## config.mk

```make
export PLATFORM = sky130hd
export DESIGN_NAME = fwd_hazard_ctrl
export DESIGN_NICKNAME = d
export VERILOG_FILES = /design/src/rtl/otter_hazard_pkg.sv /design/src/rtl/fwd_track_pipe.sv /design/src/rtl/fwd_hazard_ctrl.sv
export SDC_FILE = /design/constraint.sdc
export NUM_CORES = 1
export LEC_CHECK = 0
export BUFFER_PORTS_ARGS = -buffer_cell sky130_fd_sc_hd__buf_2
export CAP_MARGIN = 20
export CORE_ASPECT_RATIO = 1.1
export CORE_MARGIN = 5
export CORE_UTILIZATION = 50
export CTS_BUF_LIST = sky130_fd_sc_hd__clkbuf_4 sky130_fd_sc_hd__clkbuf_8
export DETAILED_ROUTE_END_ITERATION = 6
export PLACE_DENSITY = 0.74
export SLEW_MARGIN = 40
export SYNTH_ARGS = -nofsm -noshare
export SYNTH_HDL_FRONTEND = slang
export SYNTH_SLANG_ARGS = --single-unit
```

## constraint.sdc

```tcl
create_clock -name CLK -period 3 [get_ports CLK]
set_clock_uncertainty 0.15 [all_clocks]
set_input_delay 0.3 -clock CLK [delete_from_list [all_inputs] [get_ports CLK]]
set_output_delay 0.3 -clock CLK [all_outputs]
set_load 0.02 [all_outputs]
```

## src/rtl/otter_hazard_pkg.sv

```systemverilog
// Shared types and helpers for the EX-stage forwarding / load-use hazard controller.
package otter_hazard_pkg;

  typedef struct packed {
    logic       valid;
    logic       regwrite;
    logic       is_load;
    logic [4:0] rd;
  } track_entry_t;

  localparam int SEL_REGFILE = 0;

  function automatic int sel_width(input int fwd_depth);
    return $clog2(fwd_depth + 1);
  endfunction

endpackage

```

## src/rtl/fwd_track_pipe.sv

```systemverilog
// Shift register of in-flight instruction records, EX (entry 0) through the last
// forwarding stage; a bubble enters entry 0 when the ID instruction is not issued.
module fwd_track_pipe
  import otter_hazard_pkg::*;
#(
  parameter int FWD_DEPTH = 2
) (
  input  logic                       clk_i,
  input  logic                       rst_ni,
  input  logic                       hold_i,
  input  logic                       load_en_i,
  input  track_entry_t               id_entry_i,
  output track_entry_t [FWD_DEPTH:0] entries_o
);

  track_entry_t [FWD_DEPTH:0] entries_q;
  track_entry_t [FWD_DEPTH:0] entries_d;

  // Next pipe contents: freeze on hold, otherwise age every record by one stage.
  always_comb begin
    entries_d = entries_q;
    if (hold_i) begin
      entries_d = entries_q;
    end else begin
      for (int k = FWD_DEPTH; k > 0; k--) begin
        entries_d[k] = entries_q[k-1];
      end
      if (load_en_i) begin
        entries_d[0] = id_entry_i;
      end else begin
        entries_d[0] = '0;
      end
    end
  end

  // Pipe state register.
  always_ff @(posedge clk_i or negedge rst_ni) begin
    if (!rst_ni) begin
      entries_q <= '0;
    end else begin
      entries_q <= entries_d;
    end
  end

  assign entries_o = entries_q;

endmodule

```

## src/rtl/fwd_hazard_ctrl.sv

```systemverilog
// Operand forwarding select and load-use stall generation for the ID->EX boundary.
// Optional stall counter output STALL_CNT is built when HAZARD_PERF_CNT_EN is defined.
module fwd_hazard_ctrl
  import otter_hazard_pkg::*;
#(
  parameter int  NUM_SRC          = 2,
  parameter int  FWD_DEPTH        = 2,
  parameter int  LOAD_READY_STAGE = 2,
  localparam int SW               = sel_width(FWD_DEPTH)
) (
  input  logic                         CLK,
  input  logic                         RST_N,
  input  logic                         HOLD,
  input  logic                         FLUSH,
  input  logic                         ID_VALID,
  input  logic [4:0]                   ID_RD,
  input  logic                         ID_REGWRITE,
  input  logic                         ID_IS_LOAD,
  input  logic [NUM_SRC-1:0][4:0]      ID_RS,
  input  logic [NUM_SRC-1:0]           ID_RS_USED,
  output logic                         STALL,
  output logic [NUM_SRC-1:0][SW-1:0]   SEL
`ifdef HAZARD_PERF_CNT_EN
  ,
  output logic [31:0]                  STALL_CNT
`endif
);

  track_entry_t [FWD_DEPTH:0]      entries_s;
  track_entry_t                    id_entry_s;
  logic [NUM_SRC-1:0][FWD_DEPTH:0] rel_s;
  logic [NUM_SRC-1:0]              hit_s;
  logic [NUM_SRC-1:0][SW-1:0]      low_idx_s;
  logic [NUM_SRC-1:0]              early_load_s;
  logic [NUM_SRC-1:0][SW-1:0]      fwd_sel_s;
  logic [NUM_SRC-1:0][SW-1:0]      sel_d;
  logic [NUM_SRC-1:0][SW-1:0]      sel_q;
  logic                            stall_s;
  logic                            load_en_s;

  // Pack the ID instruction into a tracking record.
  always_comb begin
    id_entry_s          = '0;
    id_entry_s.valid    = ID_VALID;
    id_entry_s.regwrite = ID_REGWRITE;
    id_entry_s.is_load  = ID_IS_LOAD;
    id_entry_s.rd       = ID_RD;
  end

  // A bubble enters EX on flush or load-use stall.
  assign load_en_s = !FLUSH && !stall_s;

  fwd_track_pipe #(
    .FWD_DEPTH (FWD_DEPTH)
  ) u_track_pipe (
    .clk_i      (CLK),
    .rst_ni     (RST_N),
    .hold_i     (HOLD),
    .load_en_i  (load_en_s),
    .id_entry_i (id_entry_s),
    .entries_o  (entries_s)
  );

  // Register-match comparators; x0 and unread sources never match.
  always_comb begin
    rel_s = '0;
    for (int i = 0; i < NUM_SRC; i++) begin
      for (int k = 0; k <= FWD_DEPTH; k++) begin
        rel_s[i][k] = ID_VALID && ID_RS_USED[i] && (ID_RS[i] != 5'd0) &&
                      entries_s[k].valid && entries_s[k].regwrite &&
                      (entries_s[k].rd == ID_RS[i]);
      end
    end
  end

  // Youngest-match priority per source; scanning oldest-first lets the youngest win.
  always_comb begin
    hit_s        = '0;
    low_idx_s    = '0;
    early_load_s = '0;
    for (int i = 0; i < NUM_SRC; i++) begin
      for (int k = FWD_DEPTH; k >= 0; k--) begin
        if (rel_s[i][k]) begin
          hit_s[i]        = 1'b1;
          low_idx_s[i]    = SW'(k);
          early_load_s[i] = entries_s[k].is_load && ((k + 1) < LOAD_READY_STAGE);
        end else begin
          hit_s[i]        = hit_s[i];
        end
      end
    end
  end

  // Forward select for the ID instruction and the combined load-use stall.
  always_comb begin
    fwd_sel_s = '0;
    stall_s   = 1'b0;
    for (int i = 0; i < NUM_SRC; i++) begin
      if (hit_s[i] && (int'(low_idx_s[i]) < FWD_DEPTH)) begin
        fwd_sel_s[i] = low_idx_s[i] + SW'(1);
      end else begin
        fwd_sel_s[i] = SW'(SEL_REGFILE);
      end
      stall_s = stall_s | (hit_s[i] & early_load_s[i]);
    end
  end

  // Select follows the instruction into EX; a bubble always reads the register file.
  always_comb begin
    if (HOLD) begin
      sel_d = sel_q;
    end else if (load_en_s) begin
      sel_d = fwd_sel_s;
    end else begin
      sel_d = '0;
    end
  end

  // Select register.
  always_ff @(posedge CLK or negedge RST_N) begin
    if (!RST_N) begin
      sel_q <= '0;
    end else begin
      sel_q <= sel_d;
    end
  end

  assign STALL = stall_s;
  assign SEL   = sel_q;

`ifdef HAZARD_PERF_CNT_EN
  logic [31:0] stall_cnt_q;
  logic [31:0] stall_cnt_d;

  // Saturating count of edges on which a stall actually took effect.
  always_comb begin
    if (stall_s && !HOLD && (stall_cnt_q != 32'hFFFF_FFFF)) begin
      stall_cnt_d = stall_cnt_q + 32'd1;
    end else begin
      stall_cnt_d = stall_cnt_q;
    end
  end

  // Stall counter register.
  always_ff @(posedge CLK or negedge RST_N) begin
    if (!RST_N) begin
      stall_cnt_q <= 32'd0;
    end else begin
      stall_cnt_q <= stall_cnt_d;
    end
  end

  assign STALL_CNT = stall_cnt_q;
`endif

endmodule

```

==> results.cfg, run 1 <==
[routing]
drtIter0Drc = 13
drc = 0
viasPerCell = 5.56
detail_route.wl_per_cell_um = 15.4
first_pass_iters = 4
wirelength_um = 2230
antenna_left = 0
vias = 806

[floorplan]
die_w_um = 52.7
die_area_um2 = 3000
die_height_um = 56.9
io_pins = 29
start_util = 0.512
rows = 17
core_um2 = 1960

[critical_path]
cp_slowest_stage_delay_ps = 550
r2r-start = u_track_pipe.entries_o[4]$_DFFE_PN0N_
start_kind = register
startpoint = u_track_pipe.entries_o[4]$_DFFE_PN0N_
path_max_fanout = 9
reg2regPathDepth = 5
cp-end-kind = primary output
rrSetupSlack_ps = 890
cp_cell_sequence = xnor2_1 -> nand4_1 -> or4_4 -> a21o_1 -> inv_2 -> buf_2
r2r_end = u_track_pipe.entries_o[1]$_DFFE_PN0N_
worst_ep_arrival_time_ps = 2070
crit_end = STALL
crit_required_ps = 2550
slowest_stage = or4_4
worst-setup-path-type = reg -> out

[pwr]
powerDensity_nw_per_um2 = 434
power_frac_seq = 0.565
p_int_w = 0.000388
p_leak_nw = 0.543
p_sw_frac = 0.255
pwr-share-clk = 0.251
vdd_ir_drop_max_mv = 0.456
switchingPower_w = 0.000133
combinationalPowerShare = 0.184

[clocking]
htree_levels = 1
cts-root-buf = clkbuf_4
cts_setup_buffers = 0
clkSinkCount = 19
clock_latency_ps = 280
clock_path_buffers = 2
clk_pin_slew_ps = 100
cts_tree = built
cts_made_buffers = 3

[yosys]
synth.cell_area_um2 = 1000
syn_inst = 87
synth-main-ff-cell = dfrtp_1
synth_compound_area_frac = 0.128
ys_ff_latch = 19
synth-simple-area-share = 0.114
syn_nets = 111
synthTopCellsByArea = dfrtp_1 (48%), xnor2_1 (14%), a32o_1 (8.0%)
synth_xor_area_frac = 0.175
ys_warn_count = 0
synth.most_common_cell = dfrtp_1
async_flop_share = 1.00
synth.area.mux_share = 0.0787
synth_seq_area_share = 0.475
synth_fa_ha_area_frac = 0
synth_cell_types = 20
synth_top_area_cell = dfrtp_1
synth_top_area_share = 0.475
synth_edf_count = 0
syn_avg_cell_area_um2 = 11.5
synth_top_family_by_area = XOR/XNOR gates
netlist_top_cells_count = dfrtp_1 (19), xnor2_1 (16), a32o_1 (8), nand2_1 (8), mux2_2 (7)

[sta]
worst_slew_pin_slew_ps = 420
rsz0062_at_grt = false
timing.fmax_mhz = 397
slew_headroom = 0.720
hold_violations = 0
setup_tns_ps = 0
setup_viol = 0
period_minus_slack_ps = 2520
holdWs_ps = 107
slew_viol_final = 0
period_share = 0.840

[outcome]
status = completed

[placed_design]
hpwlAfterDp_um = 1770
routabilityCongestion = 0.832
io_buffers = 28

[grt]
grt_pass1_wl_um = 3710
antenna_found_initial = 0
grt.overflow.total = 0
grt_start_max_net_pins = 21
grt.total_usage = 0.166
grt_pass1_vias = 767

[cells_and_area]
drive_gt1_frac = 0.368
areaGrowthSynthToFinish_pct = 20.0
final_util = 0.614
nets = 142
antenna_cells = 0
fillers = 177

[job]
maxCapViolations = 0

[min_path]
holdCritStartpoint = ID_RD[4]
min_path_type = in -> reg
==> worst min path at each step <==
stage | end | slack (ps) | depth (start not counted)
floorplan | SEL[0]$_DFFE_PN0N_ | -150 | 0
global route | u_track_pipe.entries_o[6]$_DFFE_PN0N_ | 90 | 2
CTS | u_track_pipe.entries_o[4]$_DFFE_PN0N_ | 100 | 2
detailed placement | u_track_pipe.entries_o[9]$_DFFE_PN0N_ | 110 | 1
global placement | u_track_pipe.entries_o[4]$_DFFE_PN0N_ | 100 | 1
finish | u_track_pipe.entries_o[4]$_DFFE_PN0N_ | 110 | 2
==> cell usage in the layout (no fill, tap or decap) <==
| master | n |
|---|---|
| buf_2 | 28 |
| dfrtp_1 | 19 |
| xnor2_1 | 16 |
| nand2_1 | 8 |
| a32o_1 | 8 |
| mux2_2 | 7 |
| o211ai_1 | 4 |
| nand4_1 | 4 |
| xor2_1 | 4 |
| clkbuf_4 | 4 |
| or4_1 | 2 |
| or4_4 | 2 |
| nor4_1 | 2 |
| o21ai_0 | 2 |
| inv_1 | 1 |
| a21o_1 | 1 |
| inv_2 | 1 |
| nor2_1 | 1 |
| nand3_1 | 1 |
| dlygate4sd3_1 | 1 |
| buf_4 | 1 |
==> per-layer routing <==
layer | wire [um] | vias to the layer above | track usage
li1 | - | 380 | -
met1 | 978 | 401 | 0.224
met2 | 1090 | 23 | 0.257
met3 | 138 | 2 | 0.0371
met4 | 28 | 0 | 0.0657
met5 | 0 | - | 0
==> timing repair <==
item                                    4_1_cts  5_1_grt
hold buffers                                  1        0
hold endpoints to repair                     19        0
endpoints found under the setup margin        0        0
resized for setup                             0        0
==> cell type report <==
class                           instances  area (um^2)  area share
Tap cell                               28         35.0      0.0292
Timing Repair Buffer                   30          158       0.131
Sequential cell                        19          475       0.396
Multi-Input combinational cell         62          495       0.413
Clock buffer                            4         30.0      0.0250
Inverter                                2         7.51     0.00625
==> per-stage QoR <==
step	setup slack, ps	cell area, um^2	cells	total power [W]
final	479	1200	145	0.000522
after detailed placement	688	1160	140	0.000396
after CTS	450	1200	145	0.000529
after global routing	324	1200	145	0.000552
after global placement	729	1160	140	0.000390
after floorplan	989	1000	87	0.000354
==> cell families (layout without fill, tap and decap cells) <==
kind of cell,after synthesis,in the layout
AOI/OAI and AO/OA,15,15
xor gates and xnor gates,20,20
buffers and inverters,6,36
DFF,19,19
muxes,7,7
and+or+nand+nor,20,20
==> flip-flops by register name (all words and copies together) (netlist names) <==
| register | flops |
|---|---|
| u_track_pipe.entries_o | 15 |
| SEL | 4 |
==> power groups by stage <==
| stage | clock, W | combinational (W) | sequential, W |
|---|---|---|---|
| 3_5_place_dp | 0 | 0.0000959 | 0.000300 |
| 4_1_cts | 0.000137 | 0.0000971 | 0.000295 |
| 5_1_grt | 0.000149 | 0.000106 | 0.000298 |
| 2_1_floorplan | 0 | 0.0000600 | 0.000295 |
| 3_3_place_gp | 0 | 0.0000907 | 0.000299 |
| 6_report | 0.000131 | 0.0000962 | 0.000295 |
==> critical path, delay by kind of cell, from the launching register on <==
family	cells	cell delay (ps)
buffers and inverters	2	220
DFF	1	450
xor gates and xnor gates	1	180
and+or+nand+nor	2	660
AOI/OAI and AO/OA	1	280
(Power assumes the default switching activity.)
==> run 2, diff against run 1 <==
--- a/config.mk
+++ b/config.mk
@@ -5,6 +5,7 @@
 export SDC_FILE = /design/constraint.sdc
 export NUM_CORES = 1
 export LEC_CHECK = 0
+export ABC_AREA = 1
 export BUFFER_PORTS_ARGS = -buffer_cell sky130_fd_sc_hd__buf_2
 export CAP_MARGIN = 20
 export CORE_ASPECT_RATIO = 1.1
@@ -12,7 +13,7 @@
 export CORE_UTILIZATION = 50
 export CTS_BUF_LIST = sky130_fd_sc_hd__clkbuf_4 sky130_fd_sc_hd__clkbuf_8
 export DETAILED_ROUTE_END_ITERATION = 6
-export PLACE_DENSITY = 0.74
+export PLACE_DENSITY = 0.73
 export SLEW_MARGIN = 40
 export SYNTH_ARGS = -nofsm -noshare
 export SYNTH_HDL_FRONTEND = slang
==> constraint.sdc (replaced) <==
create_clock -name CLK -period 2.3 [get_ports CLK]
set_clock_uncertainty 0.15 [all_clocks]
set_input_delay 0.23 -clock CLK [delete_from_list [all_inputs] [get_ports CLK]]
set_output_delay 0.23 -clock CLK [all_outputs]
set_load 0.02 [all_outputs]
==> results.cfg, run 2 <==
[yosys]
synth_top_area_cell = dfrtp_1
synth_edf_count = 0
synthTopCellsByArea = dfrtp_1 (33%), nand2_1 (20%), nand3_2 (8.3%)
synth_top_family_by_area = simple AND/OR/NAND/NOR gates
synth.most_common_cell = nand2_1
syn_nets = 250
synth_compound_area_frac = 0.0337
ys_warn_count = 0
syn_inst = 226
synth_cell_types = 22
async_flop_share = 1.00
synth_fa_ha_area_frac = 0
syn_avg_cell_area_um2 = 6.41
synth-simple-area-share = 0.479
synth.cell_area_um2 = 1450
synth_seq_area_share = 0.328
synth_top_area_share = 0.328
ys_ff_latch = 19
synth.area.mux_share = 0
synth-main-ff-cell = dfrtp_1
netlist_top_cells_count = nand2_1 (79), inv_1 (31), nor2_1 (31)
synth_xor_area_frac = 0.0363

[routing]
drtIter0Drc = 69
detail_route.wl_per_cell_um = 11.1
first_pass_iters = 4
antenna_left = 0
wirelength_um = 3190
vias = 1364
drc = 0
viasPerCell = 4.77

[critical_path]
startpoint = u_track_pipe.entries_o[4]$_DFFE_PN0N_
crit_required_ps = 1920
reg2regPathDepth = 10
cp-end-kind = primary output
start_kind = register
worst_ep_arrival_time_ps = 1670
path_max_fanout = 6
r2r-start = u_track_pipe.entries_o[4]$_DFFE_PN0N_
worst-setup-path-type = reg -> out

[clocking]
clock_path_buffers = 2
cts-root-buf = clkbuf_4
cts_resized = 0
cts_tree = built
clk_pin_slew_ps = 110
htree_levels = 1
clkSinkCount = 19
holdBufCountCts = 1
cts_setup_buffers = 0
clock_latency_ps = 300
cts_made_buffers = 3

[cells_and_area]
layout.cells.non_filler = 286
layout_commonest_cell = nand2_1
largest_reg_flops = 15
antenna_cells = 0
drive_gt1_frac = 0.265
final_cell_mix = nand2_1 (79), inv_1 (31), nor2_1 (31)
fillers = 289
areaGrowthSynthToFinish_pct = 13.0
nets = 278

[grt]
grt.overflow.total = 0
grt_pass1_vias = 1357
antenna_found_initial = 0
grt_start_max_net_pins = 33
grt.total_usage = 0.183
grt_pass1_wl_um = 5600

[min_path]
min_path_type = in -> reg
hold_path_depth = 3
holdCritStartpoint = HOLD

[floorplan]
io_pins = 29
die_area_um2 = 4080
die_height_um = 66.5
rows = 20
core_um2 = 2780
die_w_um = 61.3
start_util = 0.522

[outcome]
status = completed

[sta]
setup_viol = 0
period_share = 0.889
holdWs_ps = 58.8
rsz0062_at_grt = false
hold_violations = 0
slew_viol_final = 0
setup_tns_ps = 0
slew_headroom = 0.640
worst_slew_pin_slew_ps = 540
period_minus_slack_ps = 2050
timing.fmax_mhz = 489

[pwr]
powerDensity_nw_per_um2 = 451
p_leak_nw = 0.958
vdd_ir_drop_max_mv = 0.311

[placed_design]
routabilityCongestion = 0.862
io_buffers = 28
placedCellCount = 281
hpwlAfterDp_um = 2510

[job]
maxCapViolations = 0
## run 2: logic make-up after synthesis
family,count (synthesis)
flip-flops,19
XOR/XNOR,6
AO/OA/AOI/OAI,9
AND/OR/NAND/NOR,149
buffers and inverters,43
## run 2: per-stage QoR
step	setup WS [ps]	area (um^2)	power (W)	util
after detailed placement	616	1600	0.000557	0.575
after global placement	620	1600	0.000556	0.575
final	254	1640	0.000738	0.589
after floorplan	688	1450	0.000500	-
after CTS	244	1640	0.000746	0.589
after global routing	89.7	1640	0.000794	0.589
## run 2: layout make-up
| type | count | area [um^2] | area share |
|---|---|---|---|
| Sequential cell | 19 | 475 | 0.291 |
| Clock buffer | 4 | 30.0 | 0.0183 |
| Multi-Input combinational cell | 164 | 796 | 0.486 |
| Timing Repair Buffer | 30 | 158 | 0.0963 |
| Tap cell | 33 | 41.3 | 0.0252 |
| Inverter | 36 | 136 | 0.0833 |
## run 2: routing by layer
layer	global-route usage	share of wire	up-vias
met2	0.302	0.44	39
met1	0.229	0.47	589
met5	0	0	-
li1	-	-	726
met3	0.0233	0.061	10
met4	0.0894	0.029	0
## run 2: path summary, 6_finish.rpt
path | end | slack, ps
worst max-delay path | STALL | 250
worst min-delay path | u_track_pipe.entries_o[15]$_DFFE_PN0N_ | 60
worst max register to register | u_track_pipe.entries_o[0]$_DFFE_PN0N_ | 640
worst min register to register | u_track_pipe.entries_o[14]$_DFFE_PN0N_ | 340
max in group asynchronous | SEL[1]$_DFFE_PN0N_ | 1450
min in group asynchronous | SEL[3]$_DFFE_PN0N_ | 240
## run 2: worst max-delay path, stage by stage, from the launching register on
cell and delay [ps]:
dfrtp_1 440, inv_1 110, nand2_1 60, nand2_1 70, inv_1 40, nor2_1 80
nand3_1 70, nor2_1 160, nor2_1 60, nor2_1 100, buf_2 170
## run 2: report_power, final
part | total, W | switching, W | internal [W]
sequential | 0.000378 | 0.0000218 | 0.000356
combinational | 0.000172 | 0.000106 | 0.0000665
clock | 0.000187 | 0.000108 | 0.0000794
total | 0.000738 | 0.000236 | 0.000502
==> run 3, diff against run 2 <==
--- a/config.mk
+++ b/config.mk
@@ -13,7 +13,7 @@
 export CORE_UTILIZATION = 50
 export CTS_BUF_LIST = sky130_fd_sc_hd__clkbuf_4 sky130_fd_sc_hd__clkbuf_8
 export DETAILED_ROUTE_END_ITERATION = 6
-export PLACE_DENSITY = 0.73
+export PLACE_DENSITY = 0.71
 export SLEW_MARGIN = 40
 export SYNTH_ARGS = -nofsm -noshare
 export SYNTH_HDL_FRONTEND = slang
==> constraint.sdc (replaced) <==
create_clock -name CLK -period 2.4 [get_ports CLK]
set_clock_uncertainty 0.15 [all_clocks]
set_input_delay 0.24 -clock CLK [delete_from_list [all_inputs] [get_ports CLK]]
set_output_delay 0.24 -clock CLK [all_outputs]
set_load 0.02 [all_outputs]
==> results.cfg, run 3 (synthesis results as in run 2) <==
[outcome]
status = completed

[placed_design]
io_buffers = 28
placedCellCount = 281
routabilityCongestion = 0.868
hpwlAfterDp_um = 2570

[grt]
grt_start_max_net_pins = 33
grt.total_usage = 0.185
grt.overflow.total = 0
grt_pass1_wl_um = 5650
antenna_found_initial = 0
grt_pass1_vias = 1370

[critical_path]
worst_ep_arrival_time_ps = 1600
worst-setup-path-type = reg -> out
crit_top_cell = nor2_1
startpoint = u_track_pipe.entries_o[4]$_DFFE_PN0N_
cp_cell_sequence = inv_1 -> nand2_1 -> nand2_1 -> inv_1 -> nor2_1 -> nand3_1 -> nor2_1 -> nor2_1 -> nor2_1 -> buf_2
cp_slowest_stage_delay_ps = 440
crit_family = simple AND/OR/NAND/NOR gates
start_kind = register
crit_end = STALL
r2r_end = u_track_pipe.entries_o[0]$_DFFE_PN0N_
path_max_fanout = 6
rrSetupSlack_ps = 780
crit_cells = 10
crit_required_ps = 2010
cp-end-kind = primary output
slowest_stage = dfrtp_1
reg2regPathDepth = 10
path_buf_inv = 3
r2r-start = u_track_pipe.entries_o[4]$_DFFE_PN0N_

[sta]
timing.fmax_mhz = 502
slew_headroom = 0.629
setup_viol = 0
period_minus_slack_ps = 1990
period_share = 0.831
slew_viol_final = 0
setup_tns_ps = 0
rsz0062_at_grt = false
hold_violations = 0
worst_slew_pin_slew_ps = 556
holdWs_ps = 91.5

[routing]
wirelength_um = 3220
drtIter0Drc = 61
antenna_left = 0
first_pass_iters = 4
detail_route.wl_per_cell_um = 11.3
viasPerCell = 4.72
drc = 0
vias = 1351

[clocking]
clock_latency_ps = 290
clk_pin_slew_ps = 110
cts-root-buf = clkbuf_4
clkSinkCount = 19
clock_path_buffers = 2
cts_tree = built
cts_resized = 0
cts_made_buffers = 3
htree_levels = 1

[cells_and_area]
nets = 278
antenna_cells = 0
areaGrowthSynthToFinish_pct = 13.0
final_cell_mix = nand2_1 (79), inv_1 (31), nor2_1 (31)
multi_input_area_um2 = 796
final_util = 0.589
seqCellArea_um2 = 475
layout_commonest_cell = nand2_1
fillers = 278
layout.cells.non_filler = 286
drive_gt1_frac = 0.265
largest_reg_flops = 15

[pwr]
pwr-share-clk = 0.249
p_leak_nw = 0.958
power_frac_seq = 0.514
combinationalPowerShare = 0.236
p_sw_frac = 0.317
p_int_w = 0.000481
power_w = 0.000705
switchingPower_w = 0.000224
vdd_ir_drop_max_mv = 0.275
powerDensity_nw_per_um2 = 431

[floorplan]
die_w_um = 61.3
start_util = 0.522
io_pins = 29
rows = 20
core_um2 = 2780
die_height_um = 66.5
die_area_um2 = 4080

[min_path]
min_path_type = in -> reg

[job]
maxCapViolations = 0
## run 3: cell counts in the layout (fill, tap and decap cells not counted)
No cell type changed its count.
## run 3: final cells by class
| type | instances | area share |
|---|---|---|
| Multi-Input combinational cell | 164 | 0.486 |
| Sequential cell | 19 | 0.291 |
| Timing Repair Buffer | 30 | 0.0963 |
| Inverter | 36 | 0.0833 |
| Tap cell | 33 | 0.0252 |
| Clock buffer | 4 | 0.0183 |
## run 3: routing by layer
metal  vias to the layer above  global-route usage  routed length, um  part of all wire
li1                        725                   -                  -                 -
met1                       594               0.238               1520              0.47
met2                        28               0.306               1510              0.47
met3                         4              0.0233                161             0.050
met4                         0              0.0732                 34             0.011
met5                         -                   0                  0                 0
## run 3: power by group through the flow
stage | Clock (W) | Combinational, W | Sequential, W
after detailed placement | 0 | 0.000166 | 0.000369
after global placement | 0 | 0.000165 | 0.000368
after floorplan | 0 | 0.000114 | 0.000365
after CTS | 0.000182 | 0.000168 | 0.000363
after global routing | 0.000196 | 0.000193 | 0.000367
final | 0.000176 | 0.000167 | 0.000363
## run 3: worst min-delay path by stage
stage                      startpoint                               endpoint  slack (ps)  depth (start not counted)
after floorplan                 RST_N                     SEL[0]$_DFFE_PN0N_        -210                          0
after global placement          RST_N  u_track_pipe.entries_o[5]$_DFFE_PN0N_          60                          1
after detailed placement        RST_N                     SEL[1]$_DFFE_PN0N_          60                          1
after CTS                    ID_RD[2]  u_track_pipe.entries_o[2]$_DFFE_PN0N_          90                          5
after global routing         ID_RD[3]  u_track_pipe.entries_o[3]$_DFFE_PN0N_          90                          5
final                     ID_REGWRITE  u_track_pipe.entries_o[6]$_DFFE_PN0N_          90                          5
## run 3: worst min-delay path, stage by stage
cell	delay, ps
buf_2	90
inv_1	40
nor2_1	40
nand3_2	60
nand2_2	40
## run 3: repair_timing
item,CTS,global route
hold buffers,1,0
setup buffers,0,0
endpoints found under the hold margin,19,0
## run 3: stage by stage
stage / cell area, um^2 / worst slack, ps
finish: 1640 / 407
global placement: 1600 / 722
floorplan: 1450 / 778
global route: 1640 / 228
CTS: 1640 / 403
detailed placement: 1600 / 750
